--- src/rtl/branch_predictor_2bit.sv ---
// ---------------------------------------------------------------------------
// branch_predictor_2bit
//
// Direct-mapped table of 2-bit saturating counters, indexed by the low
// word-address bits of the PC. The IF stage looks up a prediction and gets a
// registered counter value one cycle later. The EX stage writes back resolved
// branch outcomes. Lookups and mispredictions are counted for performance
// measurement.
//
// Ports:
//   Clk            rising-edge clock
//   Reset          synchronous, active-low reset
//   LookupValid    IF requests a prediction this cycle
//   LookupPC       PC of the fetched instruction
//   PredState      registered counter value of the last accepted lookup
//   PredTaken      PredState[1], registered together with PredState
//   PredValid      high the cycle after an accepted lookup
//   UpdValid       EX resolves a branch this cycle
//   UpdPC          PC of the resolving branch
//   UpdTaken       resolved outcome (1 = taken)
//   UpdMispredict  EX detected a wrong prediction for this branch
//   LookupCount    accepted lookups since reset (saturating)
//   MispredCount   valid mispredicted updates since reset (saturating)
// ---------------------------------------------------------------------------
module branch_predictor_2bit #(
    parameter int IDX_BITS = 6,
    parameter int CNT_W    = 16
) (
    input  logic             Clk,
    input  logic             Reset,
    input  logic             LookupValid,
    input  logic [31:0]      LookupPC,
    output logic [1:0]       PredState,
    output logic             PredTaken,
    output logic             PredValid,
    input  logic             UpdValid,
    input  logic [31:0]      UpdPC,
    input  logic             UpdTaken,
    input  logic             UpdMispredict,
    output logic [CNT_W-1:0] LookupCount,
    output logic [CNT_W-1:0] MispredCount
);

    localparam int DEPTH = 1 << IDX_BITS;

    logic [1:0]          counter_table [DEPTH];
    logic [IDX_BITS-1:0] lookup_idx;
    logic [IDX_BITS-1:0] upd_idx;
    logic [1:0]          upd_old;
    logic [1:0]          upd_new;
    logic [1:0]          lookup_val;
    logic                unused_pc_bits;

    assign lookup_idx = LookupPC[IDX_BITS+1:2];
    assign upd_idx    = UpdPC[IDX_BITS+1:2];

    // Byte-offset and upper PC bits take no part in indexing; the table is
    // untagged so aliasing PCs deliberately share an entry.
    assign unused_pc_bits = ^{LookupPC[31:IDX_BITS+2], LookupPC[1:0],
                              UpdPC[31:IDX_BITS+2], UpdPC[1:0]};

    // Saturating increment/decrement of the entry being updated.
    always_comb begin
        upd_old = counter_table[upd_idx];
        upd_new = upd_old;
        if (UpdTaken) begin
            if (upd_old != 2'b11) begin
                upd_new = upd_old + 2'b01;
            end
        end else begin
            if (upd_old != 2'b00) begin
                upd_new = upd_old - 2'b01;
            end
        end
    end

    // Write-first bypass: a lookup hitting the entry being updated in the
    // same cycle sees the post-update value.
    always_comb begin
        lookup_val = counter_table[lookup_idx];
        if (UpdValid && (upd_idx == lookup_idx)) begin
            lookup_val = upd_new;
        end
    end

    // Counter table: reset to weakly not-taken; reset drops any update.
    always_ff @(posedge Clk) begin
        if (!Reset) begin
            for (int i = 0; i < DEPTH; i++) begin
                counter_table[i] <= 2'b01;
            end
        end else if (UpdValid) begin
            counter_table[upd_idx] <= upd_new;
        end
    end

    // Prediction output register; state holds when no lookup is accepted.
    always_ff @(posedge Clk) begin
        if (!Reset) begin
            PredState <= 2'b01;
            PredTaken <= 1'b0;
            PredValid <= 1'b0;
        end else begin
            PredValid <= LookupValid;
            if (LookupValid) begin
                PredState <= lookup_val;
                PredTaken <= lookup_val[1];
            end
        end
    end

    // Statistics counters saturate at all-ones rather than wrapping.
    always_ff @(posedge Clk) begin
        if (!Reset) begin
            LookupCount  <= '0;
            MispredCount <= '0;
        end else begin
            if (LookupValid && (LookupCount != {CNT_W{1'b1}})) begin
                LookupCount <= LookupCount + 1'b1;
            end
            if (UpdValid && UpdMispredict && (MispredCount != {CNT_W{1'b1}})) begin
                MispredCount <= MispredCount + 1'b1;
            end
        end
    end

endmodule

--- config.mk ---
export PLATFORM = sky130hd
export DESIGN_NAME = branch_predictor_2bit
export DESIGN_NICKNAME = d
export VERILOG_FILES = /design/src/rtl/branch_predictor_2bit.sv
export SDC_FILE = /design/constraint.sdc
export NUM_CORES = 1
export LEC_CHECK = 0
export ABC_CLOCK_PERIOD_IN_PS = 3010
export CORE_MARGIN = 2
export CORE_UTILIZATION = 37
export DETAILED_ROUTE_END_ITERATION = 7
export DONT_BUFFER_PORTS = 1
export REMOVE_ABC_BUFFERS = 1
export SYNTH_ARGS = -nofsm -noshare
export SYNTH_HDL_FRONTEND = slang
export SYNTH_SLANG_ARGS = --single-unit
export TNS_END_PERCENT = 30
--- constraint.sdc ---
create_clock -name Clk -period 3.01 [get_ports Clk]
set_input_delay 0.602 -clock Clk [delete_from_list [all_inputs] [get_ports Clk]]
set_output_delay 0.602 -clock Clk [all_outputs]
set_load 0.01 [all_outputs]
Word level (Yosys, flattened, before mapping)
Memory sizes are Yosys's and may differ from the RTL's.
Index checks and enable logic that the tools add are counted.
{"block": "totals", "inputBits": 70, "mem_bits_rw": 128, "mem_count": 1, "reg_bits": 36, "latch_bits": 0, "romBits": 0}
{"block": "op_classes", "shift": 0, "div_mod_pow": 0, "n_eq_ne": 4, "magnitude_cmp": 0, "n_mul": 0, "muxes": 11, "n_addsub": 4, "n_reduce_logical": 6, "n_bitwise": 0}
{"name": "counter_table", "words": 64, "width": 2, "read_ports": 2, "rd_clocked_by_memory_dff": 0, "write_ports": 64, "line_no": "46", "source": "logic [1:0] counter_table [DEPTH];"}
{"cell": "$add A16 B1 Y16 const B", "n": 2}
{"cell": "$ne A16 B16 Y1 const B", "n": 2}
{"cell": "$mux W2", "n": 5}
{"cell": "$eq A6 B6 Y1", "n": 1}
{"cell": "$mux W6", "n": 1}
{"cell": "$mux W1", "n": 5}
{"cell": "$logic_and A1 B1 Y1", "n": 4}
{"cell": "$add A2 B1 Y2 const B", "n": 1}
{"cell": "$ne A2 B2 Y1 const B", "n": 1}
{"cell": "$reduce_bool A2 Y1", "n": 1}
{"cell": "$reduce_or A2 Y1", "n": 1}
{"cell": "$sub A2 B1 Y2 const B", "n": 1}

Logic depth before layout (Yosys ltp)
Gate-level depths: netlist (run 1).
{"block": "depth", "word_depth": 5, "ltp_mapped": 14, "mapped_depth_nobuf": 8}

Worst setup path before layout (run 1)
No wires, ideal clock.
{"block": "synth_path", "path_type": "input -> register", "from": "in UpdPC[7]", "to": "mem counter_table[38][1] (data pin)", "setup_slack_ns": -0.087, "arrival_ns": 2.828, "n_path_buf": 4, "stages": 12, "required_ns": 2.740, "setup_ns": 0.270, "path_cell_list": "buf_2 > or3b_2 > buf_2 > a211o_1 > o311ai_0 > or4_1 > or4_1 > a21oi_2 > a21o_2 > buf_12 > buf_8 > nor3_1"}
{"item": "from (decl)", "line_no": "37", "source": "input logic [31:0] UpdPC,"}
{"item": "to (decl)", "line_no": "46"}

==> reports/metrics.csv, run 1 <==
stage;metric;value;unit
status;status;completed;
grt;grt_max_degree;101;
logic_synthesis;async_reset_ff_share;0;%
power;power_report.internal_total;3.98;mW
power;max-vdd-ir-drop;332;µV
route;wl_met2;11900;µm
floorplanning;die_x;164;µm
clock_tree;tritoncts_clock_tree;done;
logic_synthesis;netlist.top_cell.by_area;sky130_fd_sc_hd__edfxtp_1;
setup_path;critical_path.startpoint_type;flop;
place;pre_cts_slack;-0.159;ns
clock_tree;clock_slew_at_reported_path_ffs;0.07;ns
logic_synthesis;synth_enable_flop_cells;128;
floorplanning;core_area;0.0251;mm²
route;routed_wire_length_per_instance;20.9;µm
cells_and_area;drive_gt1_share;16.9;%
logic_synthesis;post_synth.cell_area_avg;11.0;µm²
route;initialDrtViolationCount;725;
power;power.static_leakage;3.12;nW
power;clock_power_share;42.0;%
logic_synthesis;synth.top_cell.area_share;40.7;%
setup_path;worst_endpoint_data_arrival_time;3.07;ns
logic_synthesis;yosysUniqueCellTypes;60;
timing;finalHoldViolations;0;
cells_and_area;layout_commonest_cell;sky130_fd_sc_hd__edfxtp_1;
floorplanning;start_util;37.6;%
clock_tree;insertion_delay;0.44;ns
floorplanning;rows;58;
grt;grt_antenna_before_repair;0;
logic_synthesis;synthCells;862;
cells_and_area;syn2layout_area_growth;9.01;%
route;post-route-drc-count;0;
grt;grt_remaining_overflow;0;
cells_and_area;final_cell_mix;sky130_fd_sc_hd__edfxtp_1, sky130_fd_sc_hd__nand2_1, sky130_fd_sc_hd__o21ai_0;
setup_path;critical_path_required;3.19;ns
place;hpwlAfterDp;16300;µm
power;switching_power;1.26;mW
timing;min_period_over_period;96.2;%
power;power_frac_comb;10.0;%
logic_synthesis;synth.yosys.seq_area_share;48.1;%
setup_path;timing.critical_path.to_type;flop;
place;dpl-instance-area;0.00969;mm²
cells_and_area;multiInputGateArea;0.00432;mm²
timing;timing_worst_slew_pin_value;0.637;ns
logic_synthesis;yosysWarnings;0;
route;count_of_vias_placed_by_the_detailed_router;6854;
clock_tree;ctsRootBufferMaster;sky130_fd_sc_hd__clkbuf_16;
timing;setup_slack;0.113;ns
timing;slew_headroom;57.3;%
timing;fmax;345;MHz
timing;post-route-min-period;2.90;ns
route;dr_wl_met3;1510;µm
place;routabilityCongestion;0.859;
power;power_per_cell_area;509;mW/mm²
timing;timing_max_transition_violations_final;0;
clock_tree;numCtsBuffers;17;
setup_path;path_class;flop to flop;
setup_path;setup.reg_to_reg.worst_slack;0.11;ns
logic_synthesis;postSynthRegisterBits;163;
grt;grt_pass1_wl;38500;µm
power;switching_share;24.1;%
setup_path;path_max_fanout;28;
grt;first_global_vias;6540;
timing;final-setup-viol-count;0;
clock_tree;clkSinkCount;163;
cells_and_area;num-nets-final;907;
place;portBuffers;0;
route;met1_length;10600;µm
floorplanning;die_height;164;µm
logic_synthesis;yosys-top-cells-area;sky130_fd_sc_hd__edfxtp_1, sky130_fd_sc_hd__mux4_2, sky130_fd_sc_hd__dfxtp_1, sky130_fd_sc_hd__o21ai_0, sky130_fd_sc_hd__nand2_1;
cells_and_area;final.fill_count;2421;
route;firstDrtPassIters;5;
worst_hold_path;min-delay-path-class;primary input to flop;
clock_tree;clock_h_tree_levels;4;
floorplanning;ioPinCount;106;
floorplanning;floorplan.die_area;0.0268;mm²
route;vias_per_cell;5.82;
clock_tree;clockBufferDepth;2;
run;max_cap_violations;0;
cells_and_area;register_area;0.00454;mm²
logic_synthesis;post_synth_instance_area;0.00945;mm²
power;power.sequential.fraction;47.9;%
route;drt_wl_total;24700;µm
cells_and_area;design_area;0.0103;mm²
timing;post_route_skew;0.0106;ns
route;maxUsedRoutingLayer;met4;
logic_synthesis;yosys_most_used_dff;sky130_fd_sc_hd__edfxtp_1;
cells_and_area;antenna_cells_inserted;0;
grt;grt_use_total;19.1;%
route;drtAntennaViolNets;0;
timing;grt_setup_unrepaired;no;
repair_timing:
| item | in CTS | in global routing |
|---|---|---|
| setup endpoints to repair | 0 | 103 |
| gates resized for setup | 0 | 2 |
| hold buffers | 0 | 0 |
| setup buffers | 0 | 0 |
cell type report:
type	instances	area share, %
Clock buffer	23	5.27
Clock inverter	9	0.595
Inverter	9	0.328
Multi-Input combinational cell	597	41.9
Sequential cell	163	44.1
Tap cell	330	4.01
Timing Repair Buffer	47	3.79
worst paths after layout:
| path | startpoint | endpoint | cells after the start |
|---|---|---|---|
| setup / recovery | counter_table[55][1] | counter_table[31][1] | 9 |
| hold / removal | Reset | PredState[0] | 1 |
| setup reg to reg | counter_table[55][1] | counter_table[31][1] | 9 |
| hold reg to reg | MispredCount[1] | MispredCount[1] | 2 |
kinds of logic after synthesis:
group                      share of synthesized area [%]
buffers and inverters                               6.35
and+or+nand+nor                                     18.0
muxes                                               15.6
DFF                                                 48.1
AOI/OAI and AO/OA                                   9.09
xor gates and xnor gates                            2.50
adders and majority gates                          0.384
power groups by stage:
stage / registers [mW] / logic (mW) / clock network [mW]
finish: 2.51 / 0.526 / 2.21
global route: 2.52 / 0.566 / 2.32
CTS: 2.51 / 0.521 / 2.23
detailed placement: 2.56 / 0.519 / 0
global placement: 2.56 / 0.516 / 0
floorplan: 2.54 / 0.324 / 0
critical path, stage by stage (launching register included):
cell,delay [ns]
sky130_fd_sc_hd__edfxtp_1,0.39
sky130_fd_sc_hd__and3_1,0.20
sky130_fd_sc_hd__a21oi_1,0.13
sky130_fd_sc_hd__o311ai_0,0.19
sky130_fd_sc_hd__or4_1,0.57
sky130_fd_sc_hd__or4_1,0.54
sky130_fd_sc_hd__a21oi_2,0.15
sky130_fd_sc_hd__a21o_2,0.18
sky130_fd_sc_hd__buf_12,0.20
sky130_fd_sc_hd__nor3_1,0.08
per-layer routing:
layer	track usage (%)	vias up
li1	-	3166
met1	25.8	3389
met2	30.8	263
met3	3.48	36
met4	6.98	0
met5	0	-
per-stage QoR:
step                TNS, ns  util, %  total power [mW]  instances  hold slack (ns)
global placement     -16.63     38.6              3.08       1146            0.534
CTS                       0     41.0              5.26       1178            0.256
finish                    0     41.0              5.25       1178            0.278
detailed placement   -16.20     38.6              3.08       1146            0.549
floorplan            -53.45        -              2.87        769            0.514
global route              0     41.0              5.40       1178            0.266
registers in the layout (all words and copies together) (netlist names):
register	cells
LookupCount	16
counter_table	128
PredState	2
MispredCount	16
PredValid	1
synthesized netlist by cell type, drive strengths merged, types with 2 or more instances:
master,n
nor3,66
a211o,3
xnor2,21
clkbuf,52
buf,41
ha,2
a21oi,12
edfxtp,128
xor2,6
mux2,5
nand3b,22
and2,23
nand2,90
and3,10
nor2b,5
mux2i,27
a22oi,5
nand3,14
or4,3
o22ai,4
a221oi,2
or3,9
mux4,51
o21ai,80
o2bb2ai,2
o22a,4
nand4,26
nand2b,4
inv,8
a21boi,10
a31oi,3
nor2,64
dfxtp,35
or3b,2
o211ai,5
Power figures use the tool's default switching activity.
==> run 2: changes to the inputs <==
--- a/config.mk
+++ b/config.mk
@@ -6,10 +6,13 @@
 export NUM_CORES = 1
 export LEC_CHECK = 0
 export ABC_CLOCK_PERIOD_IN_PS = 3010
+export CELL_PAD_IN_SITES_DETAIL_PLACEMENT = 2
+export CELL_PAD_IN_SITES_GLOBAL_PLACEMENT = 2
 export CORE_MARGIN = 2
 export CORE_UTILIZATION = 37
 export DETAILED_ROUTE_END_ITERATION = 7
 export DONT_BUFFER_PORTS = 1
+export PLACE_DENSITY_LB_ADDON = 0.1
 export REMOVE_ABC_BUFFERS = 1
 export SYNTH_ARGS = -nofsm -noshare
 export SYNTH_HDL_FRONTEND = slang
==> reports/metrics.csv, run 2 (synthesis gave the netlist of run 1 again) <==
stage;metric;value;unit
grt;grt_use_total;23.6;%
status;status;completed;
timing;setup_slack;0.0465;ns
floorplanning;floorplan.die_area;0.0268;mm²
cells_and_area;final_cell_mix;sky130_fd_sc_hd__edfxtp_1, sky130_fd_sc_hd__nand2_1, sky130_fd_sc_hd__o21ai_0;
clock_tree;clock_slew_at_reported_path_ffs;0.07;ns
floorplanning;start_util;37.6;%
timing;fmax;337;MHz
grt;grt_max_degree;101;
place;routabilityCongestion;0.845;
worst_hold_path;hold_path_depth;1;
cells_and_area;largest-register;counter_table;
setup_path;crit-reg2reg-capture;counter_table[47][1];
floorplanning;core_area;0.0251;mm²
clock_tree;clockBufferDepth;2;
floorplanning;die_x;164;µm
route;routed_wire_length_per_instance;26.8;µm
setup_path;timing.critical_path.max_delay_family;compound AO/OA/AOI/OAI gates;
floorplanning;rows;58;
setup_path;critical_path_depth;12;
timing;timing_worst_slew_pin_value;0.792;ns
cells_and_area;drive_gt1_share;18.8;%
timing;finalHoldViolations;0;
route;initialDrtViolationCount;559;
cells_and_area;syn2layout_area_growth;11.3;%
setup_path;path_class;primary input to flop;
timing;final-setup-viol-count;0;
cells_and_area;design_area;0.0105;mm²
setup_path;cells_along_the_critical_path;or3b_2 -> buf_4 -> buf_4 -> a21oi_1 -> o21ai_0 -> o2111ai_1 -> or4_4 -> a21oi_4 -> buf_4 -> buf_4 -> a211oi_1 -> o221a_2;
grt;grt_pass1_wl;46600;µm
clock_tree;clock_h_tree_levels;4;
power;max-vdd-ir-drop;343;µV
route;post-route-drc-count;0;
setup_path;critical_path_required;3.39;ns
clock_tree;tritoncts_clock_tree;done;
floorplanning;die_height;164;µm
clock_tree;numCtsBuffers;17;
place;dpl-instance-area;0.00974;mm²
timing;post_route_skew;0.0143;ns
timing;timing_max_transition_violations_final;0;
setup_path;critical_path.startpoint_type;primary input;
setup_path;worstPathBufferInverterCount;4;
setup_path;setup.reg_to_reg.worst_slack;0.05;ns
worst_hold_path;min-delay-path-class;primary input to flop;
timing;slew_headroom;45.9;%
place;hpwlAfterDp;20900;µm
cells_and_area;largest_reg_flops;128;
worst_hold_path;min_delay_worst_endpoint;PredValid;
grt;grt_antenna_before_repair;0;
grt;first_global_vias;7598;
floorplanning;ioPinCount;106;
place;pre_cts_slack;-0.262;ns
grt;grt_remaining_overflow;0;
clock_tree;insertion_delay;0.44;ns
place;placed_cells_incl_taps;1151;
cells_and_area;num-nets-final;920;
route;vias_per_cell;5.96;
cells_and_area;reg.largest.list;counter_table x128, LookupCount x16, MispredCount x16;
setup_path;worst_endpoint_data_arrival_time;3.34;ns
route;drtAntennaViolNets;0;
cells_and_area;antenna_cells_inserted;0;
run;max_cap_violations;0;
setup_path;slowest_delay;0.51;ns
timing;post-route-min-period;2.96;ns
cells_and_area;layout_commonest_cell;sky130_fd_sc_hd__edfxtp_1;
cells_and_area;final.fill_count;2614;
clock_tree;clkSinkCount;163;
clock_tree;hold_buf_cts;0;
setup_path;library_cell_contributing_the_largest_single_delay_on_the_critical_path;sky130_fd_sc_hd__or3b_2;
setup_path;timing.critical_path.to_type;flop;
setup_path;worst_path_most_repeated_cell;sky130_fd_sc_hd__buf_4;
route;count_of_vias_placed_by_the_detailed_router;7094;
setup_path;r2r_cells;9;
setup_path;path_max_fanout;25;
place;portBuffers;0;
route;drt_wl_total;31900;µm
timing;grt_setup_unrepaired;yes;
power;power_per_cell_area;513;mW/mm²
setup_path;worst_r2r_startpoint;counter_table[63][1];
worst_hold_path;worstHoldStart;LookupValid;
cells_and_area;final-instance-count-excl-fill;1191;
timing;min_period_over_period;98.5;%
route;firstDrtPassIters;5;
clock_tree;ctsRootBufferMaster;sky130_fd_sc_hd__clkbuf_16;
power;power.static_leakage;3.20;nW
## run 2: changes by cell type in the layout (fill, tap and decap cells not counted), sizes merged
cell / previous run / this run
bufinv: 0 / 1
clkinv: 5 / 6
inv: 13 / 15
clkinvlp: 0 / 1
buf: 47 / 56
clkbuf: 23 / 22
## run 2: worst register-to-register path, delay by kind of cell, from the launching register on
| family | cells | cell delay (ns) |
|---|---|---|
| simple gates | 4 | 1.17 |
| compound gates | 4 | 0.92 |
| flops | 1 | 0.39 |
| buf+inv | 1 | 0.23 |
## run 2: power by group
| part | internal, mW | switching (mW) |
|---|---|---|
| clock network | 1.21 | 1.01 |
| logic | 0.290 | 0.366 |
| registers | 2.47 | 0.0443 |
| total | 3.97 | 1.42 |
## run 2: how the worst max path moves through the flow
stage,startpoint,end
3_3_place_gp,UpdPC[2],counter_table[8][1]
2_1_floorplan,UpdPC[5],counter_table[0][0]
4_1_cts,counter_table[63][1],counter_table[8][1]
3_5_place_dp,UpdPC[2],counter_table[8][1]
5_1_grt,counter_table[63][1],counter_table[2][0]
6_report,UpdPC[5],PredState[1]
## run 2: per-layer routing
layer | global-route usage, % | vias to the layer above | routed length, µm
met5 | 0 | - | 0
met4 | 4.82 | 0 | 361
met3 | 3.84 | 24 | 1270
met2 | 41.7 | 156 | 16600
met1 | 30.5 | 3740 | 13700
li1 | - | 3174 | -
## run 2: final cells by class
type	instances	area, µm²	share of cell area [%]
flip-flops and latches	163	4540	43.2
multi-input cells	597	4350	41.4
repair buffers	60	582	5.53
clock buffers	18	450	4.28
well taps	330	413	3.93
clock inverters	14	139	1.32
inverters	9	33.8	0.321
## run 2: timing repair
item,4_1_cts,5_1_grt
resized for setup,3,8
setup endpoints to repair,29,85
endpoints found under the hold margin,0,0
cloned,0,6
buffers inserted,0,2
pin swaps,2,6
## run 2: through the flow
stage	power, mW	TNS, ns	hold slack (ns)	utilization [%]
floorplan	2.87	-53.45	0.514	-
global placement	3.09	-21.73	0.538	38.8
detailed placement	3.12	-25.00	0.559	38.8
CTS	5.32	0	0.291	41.2
global route	5.55	-0.00336	0.285	41.9
finish	5.40	0	0.299	41.9
==> run 3: changes to the inputs <==
--- a/config.mk
+++ b/config.mk
@@ -6,12 +6,14 @@
 export NUM_CORES = 1
 export LEC_CHECK = 0
 export ABC_CLOCK_PERIOD_IN_PS = 3010
+export CAP_MARGIN = 20
 export CELL_PAD_IN_SITES_DETAIL_PLACEMENT = 2
 export CELL_PAD_IN_SITES_GLOBAL_PLACEMENT = 2
-export CORE_MARGIN = 2
+export CORE_MARGIN = 4
 export CORE_UTILIZATION = 37
 export DETAILED_ROUTE_END_ITERATION = 7
 export DONT_BUFFER_PORTS = 1
+export GPL_TIMING_DRIVEN = 0
 export PLACE_DENSITY_LB_ADDON = 0.1
 export REMOVE_ABC_BUFFERS = 1
 export SYNTH_ARGS = -nofsm -noshare
==> reports/metrics.csv, run 3 (synthesis gave the netlist of run 1 again) <==
stage;metric;value;unit
status;violations;negative setup slack;
timing;slew_headroom;26.4;%
floorplanning;floorplan.die_area;0.0282;mm²
grt;grt_remaining_overflow;0;
clock_tree;numCtsBuffers;17;
clock_tree;tritoncts_clock_tree;done;
floorplanning;start_util;37.5;%
clock_tree;clkSinkCount;163;
grt;grt_antenna_before_repair;1;
grt;grt_max_degree;101;
route;drtAntennaViolNets;0;
timing;grt_setup_unrepaired;yes;
timing;final-setup-viol-count;64;
setup_path;path_class;flop to flop;
route;firstDrtPassIters;5;
timing;fin_worst_hold_slack;0.287;ns
route;post-route-drc-count;0;
cells_and_area;multiInputGateArea;0.00449;mm²
status;status;complete, but fails checks;
timing;finalHoldViolations;0;
timing;min_period_over_period;103;%
timing;post_route_skew;0.0188;ns
floorplanning;die_height;168;µm
timing;timing_worst_slew_pin_value;1.10;ns
place;portBuffers;0;
cells_and_area;final.fill_count;2597;
setup_path;critical_path_required;3.15;ns
clock_tree;clock_slew_at_reported_path_ffs;0.07;ns
clock_tree;clock_h_tree_levels;4;
cells_and_area;num-nets-final;888;
route;initialDrtViolationCount;579;
setup_path;crit-reg2reg-capture;counter_table[56][1];
clock_tree;hold_buf_cts;0;
power;power_per_cell_area;515;mW/mm²
grt;grt_pass1_wl;49100;µm
route;drt_wl_total;33000;µm
power;power.static_leakage;3.02;nW
cells_and_area;register_area;0.00454;mm²
route;count_of_vias_placed_by_the_detailed_router;7234;
power;max-vdd-ir-drop;276;µV
route;routed_wire_length_per_instance;28.5;µm
cells_and_area;final_cell_mix;sky130_fd_sc_hd__edfxtp_1, sky130_fd_sc_hd__nand2_1, sky130_fd_sc_hd__o21ai_0;
cells_and_area;largest_reg_flops;128;
cells_and_area;layout_commonest_cell;sky130_fd_sc_hd__edfxtp_1;
clock_tree;ctsRootBufferMaster;sky130_fd_sc_hd__clkbuf_16;
floorplanning;rows;58;
floorplanning;ioPinCount;106;
grt;grt_use_total;23.2;%
setup_path;setup.reg_to_reg.worst_slack;-0.1;ns
timing;fmax;322;MHz
setup_path;worst_r2r_startpoint;counter_table[39][0];
floorplanning;core_area;0.0252;mm²
cells_and_area;reg.largest.list;counter_table x128, LookupCount x16, MispredCount x16;
setup_path;critical_path.startpoint_type;flop;
clock_tree;insertion_delay;0.45;ns
setup_path;path_max_fanout;6;
timing;post-route-min-period;3.11;ns
floorplanning;die_x;168;µm
route;vias_per_cell;6.24;
place;pre_cts_slack;-1.49;ns
setup_path;worst_endpoint_data_arrival_time;3.25;ns
timing;setup_slack;-0.0955;ns
setup_path;timing.critical_path.to_type;flop;
place;routabilityCongestion;0.778;
worst_hold_path;min-delay-path-class;primary input to flop;
setup_path;cp-startpoint;counter_table[39][0];
cells_and_area;drive_gt1_share;15.9;%
cells_and_area;syn2layout_area_growth;8.80;%
place;hpwlAfterDp;19100;µm
timing;timing_max_transition_violations_final;0;
cells_and_area;antenna_cells_inserted;0;
grt;first_global_vias;7749;
run;max_cap_violations;0;
setup_path;r2r_cells;9;
cells_and_area;largest-register;counter_table;
clock_tree;clockBufferDepth;2;
setup_path;worst_setup_path_endpoint;counter_table[56][1];
-- run 3: worst max-delay path, cell delays in order (launching register included) --
cell and delay (ns):
sky130_fd_sc_hd__edfxtp_1 0.39, sky130_fd_sc_hd__mux4_2 0.50, sky130_fd_sc_hd__a2bb2oi_1 0.15, sky130_fd_sc_hd__a22oi_2 0.26, sky130_fd_sc_hd__o21ai_1 0.16, sky130_fd_sc_hd__or4b_4 0.62, sky130_fd_sc_hd__a21oi_4 0.33, sky130_fd_sc_hd__a21o_4 0.18
sky130_fd_sc_hd__buf_4 0.15, sky130_fd_sc_hd__nor3_1 0.05
-- run 3: final cells by class --
class                      instances  area share [%]
sequential                       163            44.2
tap                              330            4.02
inverter                           9           0.329
clock inverter                    13           0.949
clock buffer                      19            4.21
multi-input combinational        606            43.7
timing repair buffer              19            2.63
-- run 3: what timing repair did --
action / CTS / global route
resized for setup: 21 / 3
cloned: 9 / 0
setup endpoints to repair: 168 / 116
buffers inserted: 17 / 0
pin swaps: 9 / 2
-- run 3: how the worst min path moves through the flow --
stage,from,endpoint,cells after the start
final,LookupValid,PredValid,1
after detailed placement,MispredCount[1],MispredCount[1],2
after global placement,MispredCount[11],MispredCount[11],2
after global routing,LookupValid,PredValid,1
after floorplan,PredState[0],PredState[0],2
after CTS,Reset,PredState[0],1
-- run 3: per-layer routing --
layer	track usage, %	vias to the layer above	share of wire [%]
met2	39.0	207	50
met5	0	-	0.042
met1	30.1	3836	43
li1	-	3143	-
met4	7.69	2	2.6
met3	4.53	46	5.1
-- run 3: metrics by stage --
stage	cells	total power, mW	util (%)	TNS (ns)	instance area (µm²)
floorplan	769	2.87	-	-53.45	8880
global placement	1099	3.01	36.9	-243.41	9300
detailed placement	1101	3.04	37.2	-204.43	9360
CTS	1159	5.29	40.8	-1.91	10300
global route	1159	5.44	40.8	-10.17	10300
finish	1159	5.29	40.8	-4.12	10300
-- run 3: power breakdown --
part           switching (mW)  internal (mW)
clock network            1.00           1.07
registers              0.0429           2.47
logic                   0.413          0.294
